[config.mk]
export PLATFORM = sky130hd
export DESIGN_NAME = adc_spi_responder
export DESIGN_NICKNAME = d
export VERILOG_FILES = /design/src/rtl/adc_spi_pkg.sv /design/src/rtl/spi_input_sync.sv /design/src/rtl/adc_spi_responder.sv
export SDC_FILE = /design/constraint.sdc
export NUM_CORES = 1
export LEC_CHECK = 0
export BUFFER_PORTS_ARGS = -buffer_cell sky130_fd_sc_hd__buf_2
export CORE_MARGIN = 1.5
export CORE_UTILIZATION = 53
export DETAILED_ROUTE_END_ITERATION = 12
export PLACE_DENSITY = 0.9
export SLEW_MARGIN = 15
export SYNTH_ARGS = -nofsm -noshare
export SYNTH_HDL_FRONTEND = slang
export SYNTH_SLANG_ARGS = --single-unit
[constraint.sdc]
create_clock -name i_Clk -period 6.55 [get_ports i_Clk]
set_input_delay 0.9825 -clock i_Clk [delete_from_list [all_inputs] [get_ports i_Clk]]
set_output_delay 0.9825 -clock i_Clk [all_outputs]
set_load 0.01 [all_outputs]
[src/rtl/adc_spi_pkg.sv]
// Shared constants and types for the ADC SPI responder.
// Frame layout: LEAD_ZEROS zero bits, then the sample MSB first.
package adc_spi_pkg;

  localparam int FRAME_BITS     = 16;
  localparam int LEAD_ZEROS     = 4;
  localparam int ADDR_FIRST_BIT = 2;
  localparam int ADDR_BITS      = 3;
  localparam int CNT_W          = $clog2(FRAME_BITS);

  typedef enum logic {
    IDLE,
    ACTIVE
  } state_e;

endpackage

[src/rtl/spi_input_sync.sv]
// STAGES-deep flop synchronizer for one SPI input pin.
// Ports: clk, rst_n (async low), d (async pin), q (synchronized).
module spi_input_sync #(
  parameter int   STAGES  = 2,
  parameter logic RST_VAL = 1'b0
) (
  input  logic clk,
  input  logic rst_n,
  input  logic d,
  output logic q
);

  logic [STAGES-1:0] sync_d;
  logic [STAGES-1:0] sync_q;

  always_comb begin
    sync_d    = sync_q << 1;
    sync_d[0] = d;
  end

  always_ff @(posedge clk or negedge rst_n) begin
    if (!rst_n) begin
      sync_q <= {STAGES{RST_VAL}};
    end else begin
      sync_q <= sync_d;
    end
  end

  assign q = sync_q[STAGES-1];

endmodule

[src/rtl/adc_spi_responder.sv]
// SPI mode-0 slave emulating an 8-channel 12-bit serial ADC.
// Ports: i_Clk/i_Rst_L, SPI pins in, i_Samples bus, MISO/enable, channel, done.
module adc_spi_responder
  import adc_spi_pkg::*;
#(
  parameter int DATA_W      = 12,
  parameter int NUM_CH      = 8,
  parameter int SYNC_STAGES = 2
) (
  input  logic                     i_Clk,
  input  logic                     i_Rst_L,
  input  logic                     i_SPI_Clk,
  input  logic                     i_SPI_CS_n,
  input  logic                     i_SPI_MOSI,
  input  logic [NUM_CH*DATA_W-1:0] i_Samples,
  output logic                     o_SPI_MISO,
  output logic                     o_MISO_En,
  output logic [ADDR_BITS-1:0]     o_Channel,
  output logic                     o_Frame_Done
);

  localparam logic [CNT_W-1:0] ADDR_LO =
    CNT_W'(ADDR_FIRST_BIT);
  localparam logic [CNT_W-1:0] ADDR_HI =
    CNT_W'(ADDR_FIRST_BIT + ADDR_BITS - 1);
  localparam logic [CNT_W-1:0] LAST_BIT =
    CNT_W'(FRAME_BITS - 1);

  logic cs_s;
  logic sclk_s;
  logic mosi_s;

  spi_input_sync #(
    .STAGES (SYNC_STAGES),
    .RST_VAL(1'b1)
  ) u_sync_cs (
    .clk  (i_Clk),
    .rst_n(i_Rst_L),
    .d    (i_SPI_CS_n),
    .q    (cs_s)
  );

  spi_input_sync #(
    .STAGES (SYNC_STAGES),
    .RST_VAL(1'b0)
  ) u_sync_sclk (
    .clk  (i_Clk),
    .rst_n(i_Rst_L),
    .d    (i_SPI_Clk),
    .q    (sclk_s)
  );

  spi_input_sync #(
    .STAGES (SYNC_STAGES),
    .RST_VAL(1'b0)
  ) u_sync_mosi (
    .clk  (i_Clk),
    .rst_n(i_Rst_L),
    .d    (i_SPI_MOSI),
    .q    (mosi_s)
  );

  state_e                state_d, state_q;
  logic [FRAME_BITS-1:0] shift_d, shift_q;
  logic [CNT_W-1:0]      bit_cnt_d, bit_cnt_q;
  logic [ADDR_BITS-1:0]  addr_sh_d, addr_sh_q;
  logic [ADDR_BITS-1:0]  chan_d, chan_q;
  logic                  reload_d, reload_q;
  logic                  en_d, en_q;
  logic                  done_d, done_q;
  logic                  cs_prev_q;
  logic                  sclk_prev_q;

  logic                  cs_fall;
  logic                  cs_rise;
  logic                  ev_rise;
  logic                  ev_fall;
  logic                  in_addr;
  logic [DATA_W-1:0]     sel_sample;
  logic [FRAME_BITS-1:0] load_word;

  // CS edges outrank SCLK edges seen in the same cycle.
  assign cs_fall = cs_prev_q & ~cs_s;
  assign cs_rise = ~cs_prev_q & cs_s;
  assign ev_rise = (state_q == ACTIVE) & sclk_s & ~sclk_prev_q
                 & ~cs_fall & ~cs_rise;
  assign ev_fall = (state_q == ACTIVE) & ~sclk_s & sclk_prev_q
                 & ~cs_fall & ~cs_rise;

  assign in_addr = (bit_cnt_q >= ADDR_LO) && (bit_cnt_q <= ADDR_HI);

  always_comb begin
    sel_sample = '0;
    for (int k = 0; k < NUM_CH; k++) begin
      if (chan_q == ADDR_BITS'(k)) begin
        sel_sample = i_Samples[k*DATA_W +: DATA_W];
      end
    end
  end

  assign load_word = {{LEAD_ZEROS{1'b0}}, sel_sample};

  always_comb begin
    state_d   = state_q;
    shift_d   = shift_q;
    bit_cnt_d = bit_cnt_q;
    addr_sh_d = addr_sh_q;
    chan_d    = chan_q;
    reload_d  = reload_q;
    en_d      = en_q;
    done_d    = 1'b0;
    unique case (1'b1)
      cs_fall: begin
        state_d   = ACTIVE;
        shift_d   = load_word;
        bit_cnt_d = '0;
        reload_d  = 1'b0;
        en_d      = 1'b1;
      end
      cs_rise: begin
        state_d   = IDLE;
        shift_d   = '0;
        bit_cnt_d = '0;
        reload_d  = 1'b0;
        en_d      = 1'b0;
      end
      ev_rise: begin
        if (in_addr) begin
          addr_sh_d = {addr_sh_q[ADDR_BITS-2:0], mosi_s};
        end
        if (bit_cnt_q == LAST_BIT) begin
          chan_d    = addr_sh_q;
          done_d    = 1'b1;
          bit_cnt_d = '0;
          reload_d  = 1'b1;
        end else begin
          bit_cnt_d = bit_cnt_q + CNT_W'(1);
        end
      end
      ev_fall: begin
        if (reload_q) begin
          shift_d  = load_word;
          reload_d = 1'b0;
        end else begin
          shift_d = {shift_q[FRAME_BITS-2:0], 1'b0};
        end
      end
      default: begin
      end
    endcase
  end

  always_ff @(posedge i_Clk or negedge i_Rst_L) begin
    if (!i_Rst_L) begin
      state_q     <= IDLE;
      shift_q     <= '0;
      bit_cnt_q   <= '0;
      addr_sh_q   <= '0;
      chan_q      <= '0;
      reload_q    <= 1'b0;
      en_q        <= 1'b0;
      done_q      <= 1'b0;
      cs_prev_q   <= 1'b1;
      sclk_prev_q <= 1'b0;
    end else begin
      state_q     <= state_d;
      shift_q     <= shift_d;
      bit_cnt_q   <= bit_cnt_d;
      addr_sh_q   <= addr_sh_d;
      chan_q      <= chan_d;
      reload_q    <= reload_d;
      en_q        <= en_d;
      done_q      <= done_d;
      cs_prev_q   <= cs_s;
      sclk_prev_q <= sclk_s;
    end
  end

  assign o_SPI_MISO   = shift_q[FRAME_BITS-1];
  assign o_MISO_En    = en_q;
  assign o_Channel    = chan_q;
  assign o_Frame_Done = done_q;

endmodule

==> results of run 1 <==
-- flip-flops by register name, summed over array words and instances, names as in the netlist --
name	count
o_Channel	3
reload_q	1
u_sync_mosi.sync_q	2
shift_q	16
u_sync_sclk.sync_q	2
sclk_prev_q	1
o_MISO_En	1
addr_sh_q	3
o_Frame_Done	1
u_sync_cs.sync_q	2
bit_cnt_q	4
cs_prev_q	1
-- power by group --
part,switching (uW),leakage (uW),internal [uW]
combinational,55.3,0.00104,63.3
sequential,18.1,0.000472,249
clock,81.3,0.0000542,95.1
-- cell families after synthesis --
kind of cell / count (synthesis) / synth area share
buffers and inverters: 28 / 0.0423
AND/OR/NAND/NOR: 91 / 0.197
adder cells (fa/ha/maj): 4 / 0.0184
multiplexers: 29 / 0.128
AO/OA/AOI/OAI: 104 / 0.272
flip-flops: 37 / 0.342
-- final timing paths --
kind / to / depth (start not counted)
max reg2reg: shift_q[8] / 6
min: u_sync_sclk.sync_q[1] / 0
min in group asynchronous: shift_q[12] / 1
max: o_Channel[0] / 2
max in group asynchronous: o_Channel[1] / 1
min reg2reg: u_sync_sclk.sync_q[1] / 0
-- metal layers --
metal | part of all wire | vias up | GRT usage
met5 | 0 | - | 0
met4 | 0.0090 | 0 | 0.0929
met3 | 0.062 | 6 | 0.0402
met2 | 0.51 | 102 | 0.434
met1 | 0.42 | 1278 | 0.294
li1 | - | 1291 | -
-- stage by stage --
stage	instances	total power (uW)	util	cell area, um2
2_1_floorplan	293	335	-	2720
3_3_place_gp	447	382	0.678	3260
3_5_place_dp	447	388	0.678	3260
4_1_cts	455	562	0.699	3370
5_1_grt	455	586	0.699	3370
6_report	455	562	0.699	3370
-- synth_stat cells (5+ instances only) --
cell,count,area (um2)
dfrtp_1,34,851
o21ai_0,19,95.1
mux2i_1,18,180
nand2b_1,18,113
nor2b_1,18,113
nand2_1,13,48.8
nor2_1,13,48.8
a21oi_1,11,55.1
clkbuf_1,11,41.3
o211ai_1,11,82.6
a211oi_1,10,75.1
a22o_1,8,70.1
buf_2,8,40.0
a21o_1,6,45.0
a31o_2,6,52.6
o22ai_1,6,37.5
inv_1,5,18.8
mux2_2,5,56.3
nor3_1,5,25.0
-- area by class of cell --
class,count,area (um2)
Clock inverter,1,5.00
Multi-Input combinational cell,228,1670
Tap cell,67,83.8
Clock buffer,7,96.3
Fill cell,387,1450
Timing Repair Buffer,109,553
Inverter,6,22.5
Sequential cell,37,931
-- critical path, stage by stage (launching register included) --
cell     delay [ns]
dfrtp_1        0.74
buf_4          0.41
buf_2          0.20
-- placed cells by master (no fill, tap or decap), types with 3 or more instances in the layout --
cell,synthesis,final
o211ai_1,11,11
nand2_1,13,13
a22oi_1,3,3
nand2b_1,18,18
nor2b_1,18,18
o2bb2ai_1,4,4
and2_1,3,3
a21o_1,6,6
nand3_1,3,3
clkbuf_8,0,7
dfstp_2,3,3
a21oi_1,11,11
a211oi_1,10,10
buf_4,0,3
o21ai_0,19,19
buf_2,8,106
ha_1,4,4
mux4_2,3,3
nor2_1,13,13
mux2_4,3,3
nor3_1,5,5
inv_1,5,5
a22o_1,8,8
a31o_2,6,6
dfrtp_1,34,33
o22ai_1,6,6
mux2_2,5,5
mux2i_1,18,18
==> qor.txt, run 1 <==
Synth Instances = 293
Wire per inst = 15.3 um
Reg2Reg Launch Point = u_sync_cs.sync_q[1]
Max-cap viol count = 0
Clock skew = 0.0112 ns
Reg-to-reg slack, setup = 3.97 ns
CTS Buf Count = 5
Arr. time, crit path = 1.64 ns
Leak = 0.00157 uW
Via-to-Cell Ratio = 5.88
Die area = 5570 um2
Final Max Tran Viols = 0
Final ANT Viol Nets = 0
Post-CTS setup-driven buffer insertion count = 0
Initial antenna violation count = 0
Async SR Flop Fraction = 1.00
Crit path required time = 5.57 ns
Layout area overhead = 23.8%
H-tree Lvls = 2
Worst slew pin tran = 1.08 ns
DRC viols = 0
Synthesized area = 2720 um2
Outcome = complete, no violations
GRT Total Usage = 0.243
Crit path time final = 2.63 ns
Ys flop type = dfrtp_1
Final hold violations = 0
Finish-stage setup viols = 0
Port bufs = 106
WL final = 6980 um
Sequential share of the synthesized area = 0.342
Syn Nets = 398
Dpl ws = 4.04 ns
Number of synthesized register bits = 37
Hold Path Origin = u_sync_sclk.sync_q[0]
CP startpoint kind = register
Rows = 25
Drt pass-1 iters = 5
Clock-pin slew on the worst setup and hold paths = 0.07 ns
VDD IR max = 0.126 mV
PD cells = 167 nW/um2
Grt total ovfl = 0
Worst hold path type = register to register
Root buf cell = clkbuf_8
Layout cells sized above 1 = 0.371
Diode count = 0
Via count = 2677
Fin crit share = 0.401
Crit path max fanout = 27
Max-Slew Margin vs Limit = 0.276
Vias in the first global route = 2495
Starting DRT DRC Count = 202
Dpl hpwl = 5190 um
Longest Clk Path Bufs = 2
CTS tree = built
FMAX = 0.381 GHz
Die span in y = 74.6 um
Setup crit start = o_Channel[0]
RePlAce Congestion = 0.901
RSZ-0062 raised after global routing = false
Largest net degree at the start of global routing = 60
Distinct cells, synth = 56
Cts hold-fix bufs = 0
Synth warn = 0
First-pass GRT wire length = 10500 um
EDFF count, synth = 0
Total I/O pin count = 107
PostCTS Resize Cnt = 0
Setup slack after layout = 3.92 ns
Clk_lat worst skew = 0.30 ns
Width of the die = 74.6 um
Nets = 492
Sink Count = 37
Worst hold slack = 0.350 ns
Setup crit end kind = primary output
Post-route setup TNS = 0 ns
Syn avg cell area = 9.28 um2
Starting density of the core = 0.564
Core footprint = 4820 um2
Crit path kind = register to primary output
No activity file was read; power rests on OpenSTA's default activity.
==> run 2: changes to the inputs <==
- ABC_AREA: not set -> 1
- CORE_UTILIZATION: 53 -> 48
- PLACE_DENSITY: 0.9 -> 0.85
- clock period: 6.55 -> 2.5 ns (I/O delays scaled with it)
==> qor.txt, run 2 <==
Crit path required time = 2.69 ns (was 5.57 ns)
Reg-to-reg slack, setup = 0.40 ns (was 3.97 ns)
Crit-path cells = inv_1, ha_1, nor3b_1, nand3_1, nor2_1, nand2_1, o21ai_0 (was buf_4, buf_2)
Area leader, netlist = dfrtp_1 (unchanged)
Number of synthesized register bits = 37 (unchanged)
FF-to-FF path depth = 7 (was 6)
Crit path kind = register to register (was register to primary output)
Syn Nets = 458 (was 398)
Die span in y = 75.0 um (was 74.6 um)
RSZ-0062 raised after global routing = false (unchanged)
CP bufs+invs = 1 (was 2)
Total Power = 1400 uW (was 562 uW)
Final hold violations = 0 (unchanged)
Rows = 26 (was 25)
Worst hold path type = input port to asynchronous set/reset pin (was register to register)
Clk_lat worst skew = 0.29 ns (was 0.30 ns)
Worst slew pin tran = 0.802 ns (was 1.08 ns)
Crit path time final = 2.10 ns
Grt total ovfl = 0 (unchanged)
Starting density of the core = 0.493 (was 0.564)
Post-Layout Cell Count = 528 (was 455)
H-tree Lvls = 2 (unchanged)
Dpl cell area = 3050 um2 (was 3260 um2)
Post-route setup TNS = 0 ns (unchanged)
Core footprint = 5040 um2 (was 4820 um2)
RePlAce Congestion = 0.991 (was 0.901)
Drt pass-1 iters = 5 (unchanged)
Final instance area = 3150 um2 (was 3370 um2)
Diode count = 0 (unchanged)
Finish-stage setup viols = 0 (unchanged)
Crit Reg-Reg Endpoint = o_Channel[0] (was shift_q[8])
EDFF count, synth = 0 (unchanged)
Commonest cells post-synth = nand2_1, dfrtp_1, inv_1 (was dfrtp_1, o21ai_0, mux2i_1, nand2b_1, nor2b_1)
GRT Total Usage = 0.269 (was 0.243)
DRC viols = 0 (unchanged)
CTS tree = built (unchanged)
Longest Clk Path Bufs = 2 (unchanged)
Starting DRT DRC Count = 195 (was 202)
Async SR Flop Fraction = 1.00 (unchanged)
Via count = 2736 (was 2677)
Distinct cells, synth = 34 (was 56)
Fin crit share = 0.841
Wire per inst = 13.3 um (was 15.3 um)
Via-to-Cell Ratio = 5.18 (was 5.88)
Most common cell after layout, fill and taps aside = buf_2 (unchanged)
Max-Slew Margin vs Limit = 0.466 (was 0.276)
Root buf cell = clkbuf_8 (unchanged)
Max reg flops = 16 (unchanged)
Top reg by flops = shift_q (unchanged)
CP delay by family, top = simple AND/OR/NAND/NOR gates (was flip-flops)
PD cells = 443 nW/um2 (was 167 nW/um2)
Arr. time, crit path = 2.30 ns (was 1.64 ns)
Sink Count = 37 (unchanged)
Nets = 562 (was 492)
Sequential share of the synthesized area = 0.374 (was 0.342)
Regs by FF count = shift_q: 16 flops, bit_cnt_q: 4 flops (unchanged)
Synth top area cells = dfrtp_1, nand2_1, a21oi_1 (was dfrtp_1, mux2i_1, nand2b_1)
Dpl hpwl = 5440 um (was 5190 um)
Slowest stage cell, crit path = dfstp_2 (was dfrtp_1)
Largest net degree at the start of global routing = 38 (was 60)
Syn avg cell area = 7.04 um2 (was 9.28 um2)
Post-CTS setup-driven buffer insertion count = 0 (unchanged)
Final ANT Viol Nets = 0 (unchanged)
Initial antenna violation count = 0 (unchanged)
CP startpoint kind = register (unchanged)
Cts hold-fix bufs = 0 (unchanged)
Synth warn = 0 (unchanged)
Crit path max fanout = 8 (was 27)
Clock skew = 0.00396 ns (was 0.0112 ns)
Layout cells sized above 1 = 0.306 (was 0.371)
Setup crit end kind = register (was primary output)
Share of the synthesized area in the top cell type = 0.342 (was 0.313)
Outcome = complete, no violations (unchanged)
Synth Instances = 353 (was 293)
PostCTS Resize Cnt = 0 (unchanged)
CTS Buf Count = 5 (unchanged)
FMAX = 0.476 GHz
Most common cell in the netlist = nand2_1 (was dfrtp_1)
Worst hold slack = 0.174 ns (was 0.350 ns)
Synthesized area = 2480 um2 (was 2720 um2)
Leak = 0.00165 uW (was 0.00157 uW)
Total I/O pin count = 107 (unchanged)
Most frequent cells in the layout = buf_2, nand2_1, dfrtp_1, inv_1, a21oi_1 (was buf_2, dfrtp_1, o21ai_0)
Width of the die = 75.0 um (was 74.6 um)
Layout area overhead = 26.8% (was 23.8%)
Slowest stage delay, CP = 0.54 ns (was 0.74 ns)
Ys flop type = dfrtp_1 (unchanged)
WL final = 7000 um (was 6980 um)
Max-cap viol count = 0 (unchanged)
Port bufs = 106 (unchanged)
Die area = 5620 um2 (was 5570 um2)
First-pass GRT wire length = 11400 um (was 10500 um)
VDD IR max = 0.418 mV (was 0.126 mV)
Reg2Reg Launch Point = u_sync_cs.sync_q[1] (unchanged)
Clock-pin slew on the worst setup and hold paths = 0.07 ns (about the same)
Vias in the first global route = 2547 (was 2495)
Placed cell count = 520 (was 447)
Final Max Tran Viols = 0 (unchanged)
run 2: cell count changes in the layout (fill, tap and decap cells not counted), sizes merged, moves of 14 or more:
| cell | delta |
|---|---|
| nand2b | -18 |
| mux2i | -18 |
| nand3 | +17 |
| nand4 | +15 |
| nand2 | +92 |
| a21oi | +20 |
| nor2 | +14 |
| inv | +31 |
| nor2b | -18 |
run 2: per-layer routing:
metal / up-vias / wire, um / share of wire / track usage
li1: 1378 / - / - / -
met1: 1237 / 3090 / 0.44 / 0.366
met3: 18 / 431 / 0.062 / 0.0522
met2: 103 / 3340 / 0.48 / 0.441
met5: - / 0 / 0 / 0
met4: 0 / 139 / 0.020 / 0.0727
run 2: power breakdown:
| part | internal (uW) | leakage, uW | total, uW | switching (uW) |
|---|---|---|---|---|
| sequential | 655 | 0.000468 | 687 | 31.6 |
| clock | 249 | 0.0000542 | 453 | 204 |
| combinational | 119 | 0.00112 | 256 | 137 |
run 2: worst max path at each step:
stage | from | to | slack, ns | depth (start not counted)
3_5_place_dp | u_sync_cs.sync_q[1] | shift_q[1] | 0.41 | 12
6_report | u_sync_cs.sync_q[1] | o_Channel[0] | 0.40 | 7
4_1_cts | u_sync_cs.sync_q[1] | shift_q[1] | 0.39 | 12
3_3_place_gp | u_sync_cs.sync_q[1] | shift_q[2] | 0.52 | 12
2_1_floorplan | u_sync_cs.sync_q[1] | shift_q[2] | 0.69 | 13
5_1_grt | u_sync_cs.sync_q[1] | shift_q[1] | 0.1 | 12
run 2: metrics by stage:
step	utilization	worst slack, ns
after floorplan	-	0.689
after global placement	0.605	0.517
after detailed placement	0.605	0.409
after CTS	0.625	0.395
after global routing	0.625	0.0975
final	0.625	0.398
run 2: cells by family (layout without fill, tap and decap cells):
family | Yosys count | in the layout | synth area share
simple gates | 186 | 186 | 0.342
compound gates | 76 | 76 | 0.174
buf+inv | 50 | 155 | 0.0901
flops | 37 | 37 | 0.374
fa+ha+maj | 4 | 4 | 0.0201
run 2: layout make-up:
type                    instances  area, um2
clock inverters                 1       5.00
repair buffers                110        561
well taps                      70       87.6
flip-flops and latches         37        930
multi-input cells             266       1330
clock buffers                   7       96.3
inverters                      37        141
fillers                       479       1890
==> run 3: changes to the inputs <==
- clock period: 2.5 -> 2.1 ns (I/O delays scaled with it)
==> qor.txt, run 3 (same netlist as run 2, synthesis figures left out) <==
Dpl hpwl = 5560 um (was 5440 um)
Arr. time, crit path = 2.15 ns (was 2.30 ns)
Cell internal pwr = 1190 uW (was 1020 uW)
Final instance area = 3190 um2 (was 3150 um2)
Worst slew pin tran = 0.816 ns (was 0.802 ns)
Crit path max fanout = 10 (was 8)
Crit path required time = 2.33 ns (was 2.69 ns)
Total Power = 1640 uW (was 1400 uW)
Dpl cell area = 3090 um2 (was 3050 um2)
Diode count = 0 (unchanged)
Crit-path cells = inv_1, ha_1, nor2_1, nand3_2, nor2_2, buf_4, buf_4, o21ai_1, a21oi_1, nand2_1, nand2_1 (was inv_1, ha_1, nor3b_1, nand3_1, nor2_1, nand2_1, o21ai_0)
Top reg by flops = shift_q (unchanged)
VDD IR max = 0.488 mV (was 0.418 mV)
Worst hold slack = 0.116 ns (was 0.174 ns)
First-pass GRT wire length = 11400 um (about the same)
Via count = 2794 (was 2736)
Dpl ws = 0.163 ns (was 0.409 ns)
H-tree Lvls = 2 (unchanged)
Combinational power share = 0.189 (was 0.183)
Clock skew = 0.00678 ns (was 0.00396 ns)
WL final = 6980 um (was 7000 um)
Fin crit share = 0.913 (was 0.841)
Sequential Power Share = 0.501 (was 0.492)
Setup crit end kind = register (unchanged)
Max-cap viol count = 0 (unchanged)
Sequential cell area = 930 um2 (unchanged)
Crit path kind = register to register (unchanged)
Slowest stage delay, CP = 0.54 ns (about the same)
Rows = 26 (unchanged)
DRC viols = 0 (unchanged)
Worst hold path type = input port to asynchronous set/reset pin (unchanged)
CTS tree = built (unchanged)
Fillers = 478 (was 479)
Cts hold-fix bufs = 0 (unchanged)
Root buf cell = clkbuf_8 (unchanged)
FMAX = 0.521 GHz (was 0.476 GHz)
Final ANT Viol Nets = 0 (unchanged)
Starting density of the core = 0.493 (unchanged)
CP delay by family, top = flip-flops (was simple AND/OR/NAND/NOR gates)
Setup slack after layout = 0.182 ns (was 0.398 ns)
Clk_lat worst skew = 0.29 ns (about the same)
Layout area overhead = 28.4% (was 26.8%)
Width of the die = 75.0 um (unchanged)
Outcome = complete, no violations (unchanged)
Clock group share of total power = 0.310 (was 0.324)
Nets = 567 (was 562)
Max-Slew Margin vs Limit = 0.456 (was 0.466)
CP startpoint kind = register (unchanged)
Grt total ovfl = 0 (unchanged)
Via-to-Cell Ratio = 5.24 (was 5.18)
GRT Total Usage = 0.267 (was 0.269)
Switching Share = 0.275 (was 0.267)
Finish-stage setup viols = 0 (unchanged)
Regs by FF count = shift_q: 16 flops, bit_cnt_q: 4 flops (unchanged)
Die area = 5620 um2 (unchanged)
Drt pass-1 iters = 5 (unchanged)
Longest Clk Path Bufs = 2 (unchanged)
Final Max Tran Viols = 0 (unchanged)
PostCTS Resize Cnt = 0 (unchanged)
Sink Count = 37 (unchanged)
Most frequent cells in the layout = buf_2, nand2_1, dfrtp_1, inv_1, a21oi_1 (unchanged)
Wire per inst = 13.1 um (was 13.3 um)
Core footprint = 5040 um2 (unchanged)
Largest net degree at the start of global routing = 38 (unchanged)
Vias in the first global route = 2613 (was 2547)
Port bufs = 106 (unchanged)
Leak = 0.00166 uW (was 0.00165 uW)
Post-CTS setup-driven buffer insertion count = 0 (unchanged)
Clock-pin slew on the worst setup and hold paths = 0.07 ns (about the same)
CP bufs+invs = 3 (was 1)
Crit path time final = 1.92 ns (was 2.10 ns)
Layout cells sized above 1 = 0.315 (was 0.306)
Final hold violations = 0 (unchanged)
Initial antenna violation count = 0 (unchanged)
Slowest stage cell, crit path = dfstp_2 (unchanged)
Die span in y = 75.0 um (unchanged)
Total I/O pin count = 107 (unchanged)
PD cells = 515 nW/um2 (was 443 nW/um2)
CTS Buf Count = 5 (unchanged)
Psw = 452 uW (was 372 uW)
Multi-input gate area = 1340 um2 (was 1330 um2)
Most common cell after layout, fill and taps aside = buf_2 (unchanged)
Starting DRT DRC Count = 155 (was 195)
RePlAce Congestion = 0.983 (was 0.991)
Max reg flops = 16 (unchanged)
## run 3: changes by cell type in the layout (fill, tap and decap cells not counted), sizes merged
cell	before	now
clkinvlp	0	1
buf	110	115
clkinv	2	1
## run 3: final cells by class
class | count | area share
inverter | 37 | 0.0443
clock buffer | 7 | 0.0270
timing repair buffer | 115 | 0.187
multi-input combinational | 266 | 0.420
tap | 70 | 0.0274
sequential | 37 | 0.291
clock inverter | 1 | 0.00235
## run 3: worst paths after layout
| kind | slack, ns | endpoint | start | depth (start not counted) |
|---|---|---|---|---|
| min in group i_Clk | 0.12 | u_sync_cs.sync_q[0] | i_SPI_CS_n | 1 |
| worst min register to register | 0.35 | u_sync_sclk.sync_q[1] | u_sync_sclk.sync_q[0] | 0 |
| worst max register to register | 0.18 | shift_q[1] | u_sync_cs.sync_q[1] | 11 |
| worst min-delay path | 0.12 | addr_sh_q[2] | i_Rst_L | 1 |
| worst max-delay path | 0.18 | shift_q[1] | u_sync_cs.sync_q[1] | 11 |
| max in group asynchronous | 1.47 | shift_q[6] | i_Rst_L | 1 |
## run 3: metrics by stage
stage / utilization / cells / TNS [ns]
6_report: 0.633 / 533 / 0
5_1_grt: 0.633 / 533 / -0.0423
4_1_cts: 0.631 / 533 / 0
3_5_place_dp: 0.612 / 525 / 0
3_3_place_gp: 0.612 / 525 / 0
2_1_floorplan: - / 353 / 0
## run 3: power by group through the flow
stage | clock [uW] | combinational (uW) | sequential [uW]
after detailed placement | 0 | 310 | 834
after floorplan | 0 | 161 | 820
after CTS | 524 | 311 | 820
after global routing | 560 | 358 | 830
after global placement | 0 | 298 | 830
final | 510 | 311 | 823
## run 3: per-layer routing
| metal | up-vias | wire, um | global-route usage |
|---|---|---|---|
| li1 | 1392 | - | - |
| met1 | 1262 | 3010 | 0.329 |
| met2 | 115 | 3330 | 0.450 |
| met3 | 25 | 456 | 0.0750 |
| met4 | 0 | 183 | 0.0949 |
| met5 | - | 0 | 0 |
